## src/rtl/bp_pkg.sv

```systemverilog
// Shared decode constants and helpers for the fetch-stage branch predictor.
package bp_pkg;

    localparam logic [6:0] OPC_JAL    = 7'b1101111;
    localparam logic [6:0] OPC_JALR   = 7'b1100111;
    localparam logic [6:0] OPC_BRANCH = 7'b1100011;

    localparam logic [4:0] LINK_RA = 5'd1;
    localparam logic [4:0] LINK_T0 = 5'd5;

    function automatic logic [31:0] imm_j(input logic [31:0] instr);
        return {{11{instr[31]}}, instr[31], instr[19:12], instr[20], instr[30:21], 1'b0};
    endfunction

    function automatic logic [31:0] imm_b(input logic [31:0] instr);
        return {{19{instr[31]}}, instr[31], instr[7], instr[30:25], instr[11:8], 1'b0};
    endfunction

    function automatic logic is_link(input logic [4:0] r);
        return (r == LINK_RA) || (r == LINK_T0);
    endfunction

endpackage

```

## src/rtl/bp_ras.sv

```systemverilog
// Circular return-address stack: overflow overwrites the oldest entry, count saturates.
module bp_ras #(
    parameter int unsigned RAS_DEPTH = 4
) (
    input  logic        clk,
    input  logic        rst,
    input  logic        push,
    input  logic        pop,
    input  logic [31:0] push_data,
    input  logic        flush,
    output logic [31:0] top,
    output logic        empty
);

    localparam int unsigned PtrW = $clog2(RAS_DEPTH);
    localparam int unsigned CntW = PtrW + 1;

    logic [PtrW-1:0] sp_q, sp_d, top_idx, wr_idx;
    logic [CntW-1:0] cnt_q, cnt_d;
    logic [31:0]     entries_q [RAS_DEPTH];
    logic            wr_en;
    logic            do_pop;

    // sp_q points at the next free slot; the top lives one below it.
    assign top_idx = sp_q - PtrW'(1);
    assign empty   = (cnt_q == '0);
    assign top     = entries_q[top_idx];
    assign do_pop  = pop && !empty;

    always_comb begin
        sp_d   = sp_q;
        cnt_d  = cnt_q;
        wr_en  = 1'b0;
        wr_idx = sp_q;
        if (flush) begin
            cnt_d = '0;
        end else if (push && do_pop) begin
            wr_en  = 1'b1;
            wr_idx = top_idx;
        end else if (push) begin
            wr_en = 1'b1;
            sp_d  = sp_q + PtrW'(1);
            if (cnt_q != CntW'(RAS_DEPTH)) begin
                cnt_d = cnt_q + CntW'(1);
            end
        end else if (do_pop) begin
            sp_d  = top_idx;
            cnt_d = cnt_q - CntW'(1);
        end
    end

    always_ff @(posedge clk or posedge rst) begin
        if (rst) begin
            sp_q  <= '0;
            cnt_q <= '0;
            for (int unsigned i = 0; i < RAS_DEPTH; i++) begin
                entries_q[i] <= '0;
            end
        end else begin
            sp_q  <= sp_d;
            cnt_q <= cnt_d;
            if (wr_en) begin
                entries_q[wr_idx] <= push_data;
            end
        end
    end

endmodule

```

## src/rtl/branch_predictor.sv

```systemverilog
// Zero-latency next-fetch predictor: static JAL/branch targets plus an optional
// return-address stack for JALR returns.
module branch_predictor
    import bp_pkg::*;
#(
    parameter int unsigned RAS_DEPTH = 4,
    parameter int unsigned RAS_EN    = 0
) (
    input  logic        clk,
    input  logic        rst,
    input  logic [31:0] instr,
    input  logic [31:0] instr_addr,
    input  logic        update,
    input  logic        flush,
    output logic [31:0] next_addr
);

    localparam bit RasOn = (RAS_EN != 0);

    logic [6:0]  opcode;
    logic [4:0]  rd, rs1;
    logic [31:0] pc4;
    logic        is_jal, is_jalr, is_branch;
    logic        pop_pred;
    logic        ras_push, ras_pop, ras_flush, ras_empty;
    logic [31:0] ras_top;

    assign opcode    = instr[6:0];
    assign rd        = instr[11:7];
    assign rs1       = instr[19:15];
    assign pc4       = instr_addr + 32'd4;
    assign is_jal    = (instr[1:0] == 2'b11) && (opcode == OPC_JAL);
    assign is_jalr   = (instr[1:0] == 2'b11) && (opcode == OPC_JALR);
    assign is_branch = (instr[1:0] == 2'b11) && (opcode == OPC_BRANCH);
    assign pop_pred  = is_jalr && is_link(rs1) && (rd == 5'd0);

    // A JALR linking through one link register while returning through the other
    // both pops and pushes; the stack turns that into an in-place replace.
    assign ras_push  = RasOn && update && (is_jal || is_jalr) && is_link(rd);
    assign ras_pop   = RasOn && update && is_jalr && is_link(rs1) &&
                       ((rd == 5'd0) || (is_link(rd) && (rd != rs1)));
    assign ras_flush = RasOn && flush;

    bp_ras #(
        .RAS_DEPTH(RAS_DEPTH)
    ) u_ras (
        .clk      (clk),
        .rst      (rst),
        .push     (ras_push),
        .pop      (ras_pop),
        .push_data(pc4),
        .flush    (ras_flush),
        .top      (ras_top),
        .empty    (ras_empty)
    );

    always_comb begin
        next_addr = pc4;
        if (is_jal) begin
            next_addr = instr_addr + imm_j(instr);
        end else if (is_branch && instr[31]) begin
            next_addr = instr_addr + imm_b(instr);
        end else if (pop_pred && RasOn && !ras_empty) begin
            next_addr = ras_top;
        end
    end

endmodule

```

## config.mk

```make
export PLATFORM = sky130hd
export DESIGN_NAME = branch_predictor
export DESIGN_NICKNAME = d
export VERILOG_FILES = /design/src/rtl/bp_pkg.sv /design/src/rtl/bp_ras.sv /design/src/rtl/branch_predictor.sv
export SDC_FILE = /design/constraint.sdc
export NUM_CORES = 1
export LEC_CHECK = 0
export BUFFER_PORTS_ARGS = -buffer_cell sky130_fd_sc_hd__buf_2
export CORE_MARGIN = 3
export CORE_UTILIZATION = 39
export DETAILED_ROUTE_END_ITERATION = 10
export PLACE_DENSITY = 0.71
export SYNTH_ARGS = -nofsm -noshare
export SYNTH_HDL_FRONTEND = slang
export SYNTH_SLANG_ARGS = --single-unit
```

## constraint.sdc

```tcl
create_clock -name vclk -period 2.67
set_input_delay 0.4005 -clock vclk [all_inputs]
set_output_delay 0.4005 -clock vclk [all_outputs]
set_load 0.02 [all_outputs]
```

# Word level (Yosys, flattened, before mapping)
# Index checks and enable logic that the tools add are counted.
totals:
  in_bits: 68
  wordCells: 11
  regBits: 0
  out_inout_bits: 32
op_classes:
  n_eq_ne: 3
  add_sub_neg: 3
  n_reduce_logical: 3
  mux: 2
ops:
  columns: ["cell", "count"]
  rows:
  - ["$add A32 B32 Y32", 2]
  - ["$mux W32", 2]
  - ["$add A32 B3 Y32 const B", 1]
  - ["$eq A7 B7 Y1 const B", 2]
  - ["$logic_and A1 B1 Y1", 3]
  - ["$eq A2 B2 Y1 const B", 1]

# Longest topological paths before layout
# Gate-level depths: netlist of run 1.
logic_depth:
  depth_word: 5
  mapped_depth: 12
  mapped_depth_nobuf: 12

# Worst setup path before layout of run 1
# No wires, ideal clock.
synth_path:
  path_kind: "input to output"
  from: "input port instr[8]"
  to: "output port next_addr[29]"
  cell_stages: 12
  slack_ns: -0.504
  arrival_time_ns: 2.773
  n_path_buf: 0
  required_ns: 2.270
  path_cell_list: "ha_1 > inv_1 > fa_1 > nor2b_1 > o31ai_1 > a211oi_1 > a21bo_2 > o21ai_0 > nor2_1 > nor2_1 > xor2_1 > a221oi_1"
synth_via:
  elab_chain_len: 3
synth_lines:
  columns: ["item", "line_no", "source"]
  rows:
  - ["from (decl)", "branch_predictor.sv:11", "input logic [31:0] instr,"]
  - ["$add A32 B32 Y32", "branch_predictor.sv:62", "next_addr = instr_addr + imm_b(instr);"]
  - ["$mux W32", "branch_predictor.sv:61", "end else if (is_branch && instr[31]) begin"]
  - ["$mux W32", "branch_predictor.sv:59", "if (is_jal) begin"]
  - ["to (decl)", "branch_predictor.sv:15", "output logic [31:0] next_addr"]
# No other way between the ends.

# Worst setup path after layout of run 1
layout_path:
  from: "input port instr_addr[1]"
  to: "output port next_addr[25]"
layout_via:
  elab_chain_len: 3
  word_cells_on_any_way: 5
  classes_between: "3 x add/sub; 2 x mux"
layout_lines:
  columns: ["item", "line_no", "source"]
  rows:
  - ["from (decl)", "branch_predictor.sv:12", "input logic [31:0] instr_addr,"]
  - ["$add A32 B3 Y32 or $add A32 B32 Y32 (tied branches)", "branch_predictor.sv:31, branch_predictor.sv:62", null]
  - ["$mux W32", "branch_predictor.sv:61", null]
  - ["$mux W32 *", "branch_predictor.sv:59", null]
# Mark *: on every way between the ends. The rest lies on a longest branch, timed or not.

==> results of run 1 <==
==> what timing repair did <==
action                     CTS  global route
buffers inserted            14            14
pin swaps                   80            57
gates resized for setup    164            58
gates cloned                 0             0
setup endpoints to repair   26            28
==> cells by family after synthesis <==
logic type	after synthesis	share of synthesized area (%)
buf+inv	38	4.98
fa+ha+maj	46	15.5
mux	2	0.557
simple gates	231	30.0
xor+xnor	50	11.5
compound gates	225	37.5
==> power groups by stage <==
stage / combinational (mW) / clock, mW / sequential [mW]
6_report: 1.63 / 0 / 0
5_1_grt: 1.73 / 0 / 0
4_1_cts: 1.46 / 0 / 0
3_5_place_dp: 1.26 / 0 / 0
3_3_place_gp: 1.23 / 0 / 0
2_1_floorplan: 0.716 / 0 / 0
==> cells in the mapped netlist, types with 4 or more instances <==
cell type / number / share of area [%]
a211oi_1: 13 / 2.6
a21o_1: 14 / 2.8
a21oi_1: 69 / 9.0
a221o_1: 4 / 1.0
a221oi_1: 6 / 1.4
a22oi_1: 4 / 0.79
a31oi_1: 7 / 1.1
and2_1: 9 / 1.5
and3_1: 13 / 2.1
and4_1: 4 / 0.92
clkbuf_1: 14 / 1.4
ha_1: 44 / 14
inv_1: 14 / 1.4
nand2_1: 68 / 6.7
nand2b_1: 6 / 0.98
nand3_1: 27 / 3.5
nand4_1: 15 / 2.5
nor2_1: 50 / 4.9
nor2b_1: 10 / 1.6
nor3_1: 8 / 1.0
o211ai_1: 8 / 1.6
o21a_1: 6 / 1.2
o21ai_0: 54 / 7.1
o21ai_1: 5 / 0.66
o221ai_1: 4 / 0.92
o22ai_1: 4 / 0.66
xnor2_1: 22 / 5.0
xor2_1: 28 / 6.4
==> worst max-delay path, stage by stage <==
cell and delay [ns]:
buf_8 0.09, ha_4 0.13, inv_2 0.04, fa_2 0.41
nor2b_4 0.17, o31ai_4 0.08, a211oi_2 0.33, a21bo_4 0.21
o21ai_0 0.10, a221oi_1 0.30, a21oi_1 0.13, xor2_1 0.25
o21ai_2 0.07, buf_4 0.15
==> layer usage <==
| metal | track usage, % | vias up | share of wire, % |
|---|---|---|---|
| li1 | - | 2798 | - |
| met1 | 38.0 | 2814 | 39 |
| met2 | 54.7 | 360 | 49 |
| met3 | 3.77 | 90 | 7.2 |
| met4 | 11.3 | 0 | 4.5 |
| met5 | 0 | - | 0 |
==> cell type report <==
class | instances | area, sq um | area share (%)
inverters | 14 | 52.6 | 0.733
multi-input cells | 554 | 4690 | 65.4
well taps | 129 | 161 | 2.25
repair buffers | 304 | 2270 | 31.6
==> per-stage QoR <==
step	area (sq um)	utilization [%]	setup TNS (ns)	total power, mW
after CTS	6830	72.9	-6.13	1.46
after global routing	7170	76.5	-10.54	1.73
after detailed placement	6080	64.9	-12.42	1.26
after global placement	6080	64.9	-11.31	1.23
after floorplan	4200	-	-0.845	0.716
final	7170	76.5	-8.67	1.63
==> path summary, 6_finish.rpt <==
check           from       endpoint  slack [ns]  depth (start not counted)
min    instr_addr[0]   next_addr[0]        0.80                          0
max    instr_addr[1]  next_addr[25]       -0.59                         14
==> results.ini, run 1 <==
[outcome]
status = finished with violations
violations = negative setup slack

[detailed_routing]
viasPerCell = 6.06
first_iter_violations = 481
num_vias = 6062
dr.pass1.iters = 5
wl_per_cell_microns = 19.6
route.detailed.drc = 0
wl_microns = 19700
ant_nets = 0

[pwr]
power_leakage_nw = 3.12
ir_worst_vdd_v = 0.000139
switching_share_pct = 51.1
p_clk_share_pct = 0
p_int_mw = 0.798
power.share.sequential_pct = 0
pwr-share-comb_pct = 100.0
powerDensity_nw_per_um2 = 228
switching_power_mw = 0.835

[synthesis]
synth.distinct_cells = 66
syn_avg_cell_area_sq_um = 6.45
yosysWarnings = 0
ys_seq_area_share_pct = 0
syn_inst = 592
synth_area_sq_um = 3820
synth_fp_nets = 706

[sta]
max_freq_mhz = 307
hold_viol = 0
period_share_pct = 122
slew_headroom_pct = 67.8
drv_slew = 0
period_needed_ns = 3.26
worst_pin_slew_ns = 0.483
setup_slack_ns = -0.591
grt_setup_unrepaired = true
setup_viol = 25
holdWs_ns = 0.801

[layout]
layout_commonest_cell = buf_4
antenna_cells = 0
nets = 988
final_cells = 1001
area_growth_pct = 88.0
layout_common_cells = buf_4 (212), nand2_1 (61), buf_2 (61), a21oi_1 (47), nor2_1 (40)
drive_above_1_share_pct = 53.3
n_fill_cell = 701
nClkBuffers = 0
seq_area_sq_um = 0
seq_cell_count = 0

[critical_path]
start_kind = input port
cp-end-kind = output pin
cp_max_fo = 4
worstSetupPathType = in -> out
crit_required_ns = 2.27
arrival_ns = 2.86

[global_routing]
grtUsageTotal_pct = 30.9
grt_max_degree = 30
antenna_found_initial = 0
grt_remaining_overflow = 0
grt_pass1_wl_microns = 28500
grt_pass1_vias = 5937

[floorplanning]
die_y_microns = 105
start_util_pct = 40.7
dieArea_sq_um = 11000
ioPinCount = 100
die_x_microns = 105
core_area_sq_um = 9370
row_count = 35

[placement]
dpl.cell_count = 978
hpwl_microns = 13500
pre_cts_ws_ns = -0.738
portBuffers = 94
gp_congestion = 0.949

[hold_path]
min_path_type = in -> out

[clock_network]
hold_buffers = 0

[run]
max_cap_violations = 0

(Power assumes the default switching activity.)
==> inputs of run 2 (changes only) <==
--- a/config.mk
+++ b/config.mk
@@ -10,6 +10,7 @@
 export CORE_UTILIZATION = 39
 export DETAILED_ROUTE_END_ITERATION = 10
 export PLACE_DENSITY = 0.71
+export REMOVE_ABC_BUFFERS = 1
 export SYNTH_ARGS = -nofsm -noshare
 export SYNTH_HDL_FRONTEND = slang
 export SYNTH_SLANG_ARGS = --single-unit
==> run 2 against run 1 <==
- the flow still finishes with violations (negative setup slack)
- worst hold slack is the same
- flip-flop and latch count is the same
- critical path depth shrank 4
- critical path type unchanged
- critical endpoint is now next_addr[23]
- largest cell class unchanged
- highest routed layer unchanged
==> results.ini, run 2 (synthesized netlist as in run 1, its figures left out) <==
[critical_path]
critical_path_buf_inv_count = 2  ; was 3
worstSetupPathType = in -> out  ; unchanged
cp_slowest_cell = or4_1  ; was fa_2
cp_max_fo = 8  ; was 4
crit_family = compound AO/OA/AOI/OAI gates  ; unchanged
crit_required_ns = 2.27  ; about the same
start_kind = input port  ; unchanged
cp-end-kind = output pin  ; unchanged
path_cells = buf_16 -> ha_1 -> a21oi_1 -> o21ai_0 -> or4_1 -> o211ai_1 -> nand2_1 -> a221o_1 -> a2bb2o_4 -> buf_6  ; was buf_8 -> ha_4 -> inv_2 -> fa_2 -> nor2b_4 -> o31ai_4 -> a211oi_2 -> a21bo_4 -> o21ai_0 -> a221oi_1 -> a21oi_1 -> xor2_1 -> o21ai_2 -> buf_4
slowest_delay_ns = 0.53  ; was 0.41 ns
arrival_ns = 3.08  ; was 2.86 ns

[global_routing]
grt_pass1_wl_microns = 31600  ; was 28500 microns
grtUsageTotal_pct = 34.7  ; was 30.9%
grt_pass1_vias = 6336  ; was 5937
antenna_found_initial = 0  ; unchanged
grt_max_degree = 30  ; unchanged
grt_remaining_overflow = 0  ; unchanged

[layout]
seq_area_sq_um = 0  ; unchanged
nets = 1014  ; was 988
seq_cell_count = 0  ; unchanged
fin_area_sq_um = 7540  ; was 7170 sq um
nClkBuffers = 0  ; unchanged
drive_above_1_share_pct = 55.6  ; was 53.3%
final_cells = 1027  ; was 1001
antenna_cells = 0  ; unchanged
area_growth_pct = 97.7  ; was 88.0%
layout_commonest_cell = buf_4  ; unchanged
utilization_pct = 80.5  ; was 76.5%
layout_common_cells = buf_4 (222), nand2_1 (65), buf_2 (59), a21oi_1 (42), buf_6 (40)  ; was buf_4 (212), nand2_1 (61), buf_2 (61), a21oi_1 (47), nor2_1 (40)

[sta]
period_share_pct = 130  ; was 122%
drv_slew = 0  ; unchanged
period_needed_ns = 3.48  ; was 3.26 ns
fin_tns_setup_ns = -12.21  ; was -8.67 ns
worst_pin_slew_ns = 0.684  ; was 0.483 ns
holdWs_ns = 0.801  ; unchanged
hold_viol = 0  ; unchanged
setup_slack_ns = -0.806  ; was -0.591 ns
slew_headroom_pct = 53.9  ; was 67.8%
grt_setup_unrepaired = true  ; unchanged
max_freq_mhz = 288  ; was 307 MHz
setup_viol = 26  ; was 25

[floorplanning]
ioPinCount = 100  ; unchanged
core_area_sq_um = 9370  ; unchanged
row_count = 35  ; unchanged
die_y_microns = 105  ; unchanged
start_util_pct = 40.7  ; unchanged
dieArea_sq_um = 11000  ; unchanged
die_x_microns = 105  ; unchanged

[detailed_routing]
num_vias = 6555  ; was 6062
route.detailed.drc = 0  ; unchanged
wl_per_cell_microns = 21.8  ; was 19.6 microns
wl_microns = 22400  ; was 19700 microns
dr.pass1.iters = 9  ; was 5
first_iter_violations = 711  ; was 481
viasPerCell = 6.38  ; was 6.06
ant_nets = 0  ; unchanged

[placement]
hpwl_microns = 13600  ; was 13500 microns
portBuffers = 94  ; unchanged
place_area_sq_um = 5810  ; was 6080 sq um
dpl.cell_count = 989  ; was 978
gp_congestion = 1.01  ; was 0.949
pre_cts_ws_ns = -0.847  ; was -0.738 ns

[pwr]
total_power_mw = 1.77  ; was 1.63 mW
power_leakage_nw = 3.27  ; was 3.12 nW
powerDensity_nw_per_um2 = 235  ; was 228 nW/um^2
ir_worst_vdd_v = 0.000142  ; was 0.000139 V

[outcome]
status = finished with violations  ; unchanged
violations = negative setup slack  ; unchanged

[clock_network]
hold_buffers = 0  ; unchanged

[hold_path]
min_path_type = in -> out  ; unchanged

[run]
max_cap_violations = 0  ; unchanged

-- run 2: area by class of cell --
type | instances | area [sq um]
fill | 610 | 1830
inverter | 14 | 52.6
multi-input combinational | 554 | 4760
tap | 129 | 161
timing repair buffer | 330 | 2570
-- run 2: timing repair --
item                       CTS  global route
buffers inserted            22            21
setup endpoints to repair   26            27
hold endpoints to repair     0             0
cloned                       1             0
pin swaps                   91            95
gates resized for setup    222           100
-- run 2: path summary, 6_finish.rpt --
check / startpoint / endpoint / slack, ns / cells past startpoint
setup / recovery: instr[31] / next_addr[23] / -0.81 / 10
hold / removal: instr_addr[0] / next_addr[0] / 0.80 / 0
-- run 2: routing by layer --
metal	part of all wire, %	track usage (%)
met5	0	0
met4	7.4	15.2
met3	11	4.32
met2	47	60.5
met1	35	42.4
-- run 2: where the power goes --
group | internal, mW | total, mW | leakage (nW) | switching [mW]
Sequential | 0 | 0 | 0 | 0
Clock | 0 | 0 | 0 | 0
Combinational | 0.868 | 1.77 | 3.27 | 0.903
==> inputs of run 3 (changes only) <==
--- a/config.mk
+++ b/config.mk
@@ -6,10 +6,12 @@
 export NUM_CORES = 1
 export LEC_CHECK = 0
 export BUFFER_PORTS_ARGS = -buffer_cell sky130_fd_sc_hd__buf_2
+export CELL_PAD_IN_SITES_DETAIL_PLACEMENT = 2
+export CELL_PAD_IN_SITES_GLOBAL_PLACEMENT = 2
 export CORE_MARGIN = 3
-export CORE_UTILIZATION = 39
+export CORE_UTILIZATION = 27
 export DETAILED_ROUTE_END_ITERATION = 10
-export PLACE_DENSITY = 0.71
+export PLACE_DENSITY = 0.88
 export REMOVE_ABC_BUFFERS = 1
 export SYNTH_ARGS = -nofsm -noshare
 export SYNTH_HDL_FRONTEND = slang
==> run 3 against run 2 <==
- area after synthesis stayed put
- synthesized cell count stayed put
- the flow now stops in clock tree synthesis (4_1_cts)
==> results.ini, run 3 <==
[outcome]
status = did not finish  ; was finished with violations
lastStage = clock tree synthesis (4_1_cts)
toolErrorMsg = [ERROR DPL-0033] detailed placement checks failed during check placement.

[clock_network]
hold_buffers = 0  ; unchanged
cts_resized = 324  ; was 222
postCtsSetupRepairBufs = 39  ; was 22

[synthesis]
yosys.area.top_type = ha_1  ; unchanged
synth_fa_ha_area_share_pct = 15.5  ; unchanged
syn_avg_cell_area_sq_um = 6.45  ; unchanged
muxShareOfSynthArea_pct = 0.557  ; unchanged
synth_commonest_cells = a21oi_1 (69), nand2_1 (68), o21ai_0 (54)  ; unchanged
synth_compound_area_share_pct = 37.5  ; unchanged
synth_top_area_share_pct = 14.4  ; unchanged
synth_area_sq_um = 3820  ; unchanged
synth.area.top_cells = ha_1 (14%), a21oi_1 (9.0%), o21ai_0 (7.1%)  ; unchanged
ys_seq_area_share_pct = 0  ; unchanged
synth_xor_area_share_pct = 11.5  ; unchanged
syn_inst = 592  ; unchanged
synth.distinct_cells = 66  ; unchanged
synth_top_family_by_area = compound AO/OA/AOI/OAI gates  ; unchanged
yosysWarnings = 0  ; unchanged
synth_most_common_cell = a21oi_1  ; unchanged
synthSimpleGateAreaFrac_pct = 30.0  ; unchanged

[placement]
portBuffers = 94  ; unchanged
gp_congestion = 0.970  ; was 1.01
hpwl_microns = 22100  ; was 13600 microns

[floorplanning]
ioPinCount = 100  ; unchanged
die_x_microns = 125  ; was 105 microns
start_util_pct = 28.3  ; was 40.7%
die_y_microns = 125  ; was 105 microns
row_count = 42  ; was 35

run 3: kinds of logic after synthesis:
group                    count (synthesis)
AO/OA/AOI/OAI                          225
AND/OR/NAND/NOR                        231
buffers and inverters                   38
adder cells (fa/ha/maj)                 46
XOR/XNOR                                50
multiplexers                             2
run 3: through the flow:
stage / TNS (ns) / cells / util, % / setup WS, ns / cell area (sq um)
2_1_floorplan: -6.08 / 568 / - / -0.507 / 3680
3_3_place_gp: -14.65 / 1046 / 43.9 / -0.818 / 5930
3_5_place_dp: -21.18 / 1046 / 43.9 / -1.16 / 5930
==> inputs of run 4 (changes only) <==
--- a/config.mk
+++ b/config.mk
@@ -6,12 +6,10 @@
 export NUM_CORES = 1
 export LEC_CHECK = 0
 export BUFFER_PORTS_ARGS = -buffer_cell sky130_fd_sc_hd__buf_2
-export CELL_PAD_IN_SITES_DETAIL_PLACEMENT = 2
-export CELL_PAD_IN_SITES_GLOBAL_PLACEMENT = 2
 export CORE_MARGIN = 3
-export CORE_UTILIZATION = 27
+export CORE_UTILIZATION = 22
 export DETAILED_ROUTE_END_ITERATION = 10
-export PLACE_DENSITY = 0.88
+export PLACE_DENSITY_LB_ADDON = 0.15
 export REMOVE_ABC_BUFFERS = 1
 export SYNTH_ARGS = -nofsm -noshare
 export SYNTH_HDL_FRONTEND = slang
==> constraint.sdc (replaced) <==
create_clock -name vclk -period 3.5
set_input_delay 0.525 -clock vclk [all_inputs]
set_output_delay 0.525 -clock vclk [all_outputs]
set_load 0.02 [all_outputs]
==> run 4 against run 3 <==
- the run now ends clean
==> results.ini, run 4 (synthesized netlist as in run 1, its figures left out) <==
[critical_path]
cp-end-kind = output pin
start_kind = input port
startpoint = instr[10]
endpoint = next_addr[23]
cp_max_fo = 4
worstSetupPathType = in -> out
crit_required_ns = 2.97
arrival_ns = 2.96

[sta]
grt_setup_unrepaired = true
drv_slew = 0
period_share_pct = 99.6
fin_tns_setup_ns = 0
worst_pin_slew_ns = 0.530
setup_viol = 0
max_freq_mhz = 287
hold_viol = 0
slew_headroom_pct = 64.4
holdWs_ns = 1.05
period_needed_ns = 3.49

[layout]
seq_area_sq_um = 0
layout_commonest_cell = buf_4
area_growth_pct = 64.4
nets = 952
layout_common_cells = buf_4 (174), buf_2 (81), nand2_1 (66), a21oi_1 (59), nor2_1 (47)
utilization_pct = 37.4
seq_cell_count = 0
drive_above_1_share_pct = 42.6
antenna_cells = 0
nClkBuffers = 0

[global_routing]
grt_pass1_vias = 5334
grtUsageTotal_pct = 18.1
grt_remaining_overflow = 0
grt_max_degree = 30
antenna_found_initial = 0
grt_pass1_wl_microns = 27700

[detailed_routing]
route.detailed.drc = 0
wl_microns = 18200
dr.pass1.iters = 5
ant_nets = 0
first_iter_violations = 302
wl_per_cell_microns = 17.2
viasPerCell = 5.24
num_vias = 5531

[pwr]
powerDensity_nw_per_um2 = 163
ir_worst_vdd_v = 0.0000548
total_power_mw = 1.02
power_leakage_nw = 2.79

[floorplanning]
ioPinCount = 100  ; unchanged
die_y_microns = 138  ; was 125 microns
start_util_pct = 22.8  ; was 28.3%
die_x_microns = 138  ; was 125 microns
row_count = 47  ; was 42
core_area_sq_um = 16800
dieArea_sq_um = 19000

[run]
max_cap_violations = 0

[placement]
gp_congestion = 0.926  ; was 0.970
portBuffers = 94  ; unchanged
hpwl_microns = 14600  ; was 22100 microns

[outcome]
status = complete, no violations  ; was did not finish

[clock_network]
hold_buffers = 0  ; unchanged

[hold_path]
min_path_type = in -> out

-- run 4: power breakdown --
| group | leakage (nW) | internal, mW | switching (mW) | total (mW) |
|---|---|---|---|---|
| logic | 2.79 | 0.493 | 0.528 | 1.02 |
| clock network | 0 | 0 | 0 | 0 |
| registers | 0 | 0 | 0 | 0 |
| total | 2.79 | 0.493 | 0.528 | 1.02 |
-- run 4: what timing repair did --
item / 4_1_cts / 5_1_grt
pin swaps: 27 / 48
buffers inserted: 2 / 11
setup endpoints to repair: 19 / 17
gates cloned: 0 / 1
resized for setup: 67 / 62
-- run 4: how the worst min path moves through the flow --
stage,slack (ns),cells after the start,from,end
after floorplan,1.05,0,instr_addr[0],next_addr[0]
after global placement,1.05,0,instr_addr[0],next_addr[0]
after detailed placement,1.05,0,instr_addr[0],next_addr[0]
after CTS,1.05,0,instr_addr[0],next_addr[0]
after global routing,1.05,0,instr_addr[0],next_addr[0]
final,1.05,0,instr_addr[0],next_addr[0]
-- run 4: final cells by class --
cell class | count | area, sq um
fillers | 1854 | 10500
multi-input cells | 554 | 4040
repair buffers | 268 | 1900
well taps | 220 | 275
inverters | 14 | 55.1
-- run 4: critical path: stages --
cell and delay [ns]:
buf_2 0.10, ha_1 0.31, buf_4 0.15, nor2b_4 0.13
o31ai_4 0.23, a211oi_2 0.12, a21bo_2 0.25, o211ai_1 0.30
nand2_1 0.15, a221o_1 0.34, a2bb2o_4 0.22, buf_6 0.12
-- run 4: stage by stage --
stage / worst slack, ns / area (sq um) / cells
2_1_floorplan: 0.0738 / 3680 / 568
3_3_place_gp: -0.419 / 5650 / 1043
3_5_place_dp: -0.450 / 5650 / 1043
4_1_cts: -0.0846 / 5930 / 1044
5_1_grt: -0.126 / 6270 / 1056
6_report: 0.0136 / 6270 / 1056
-- run 4: routing by layer --
layer	up-vias	track usage, %	routed length, microns
li1	2716	-	-
met1	2663	25.2	8770
met2	144	32.0	8590
met3	8	0.913	732
met4	0	1.32	95
met5	-	0	0
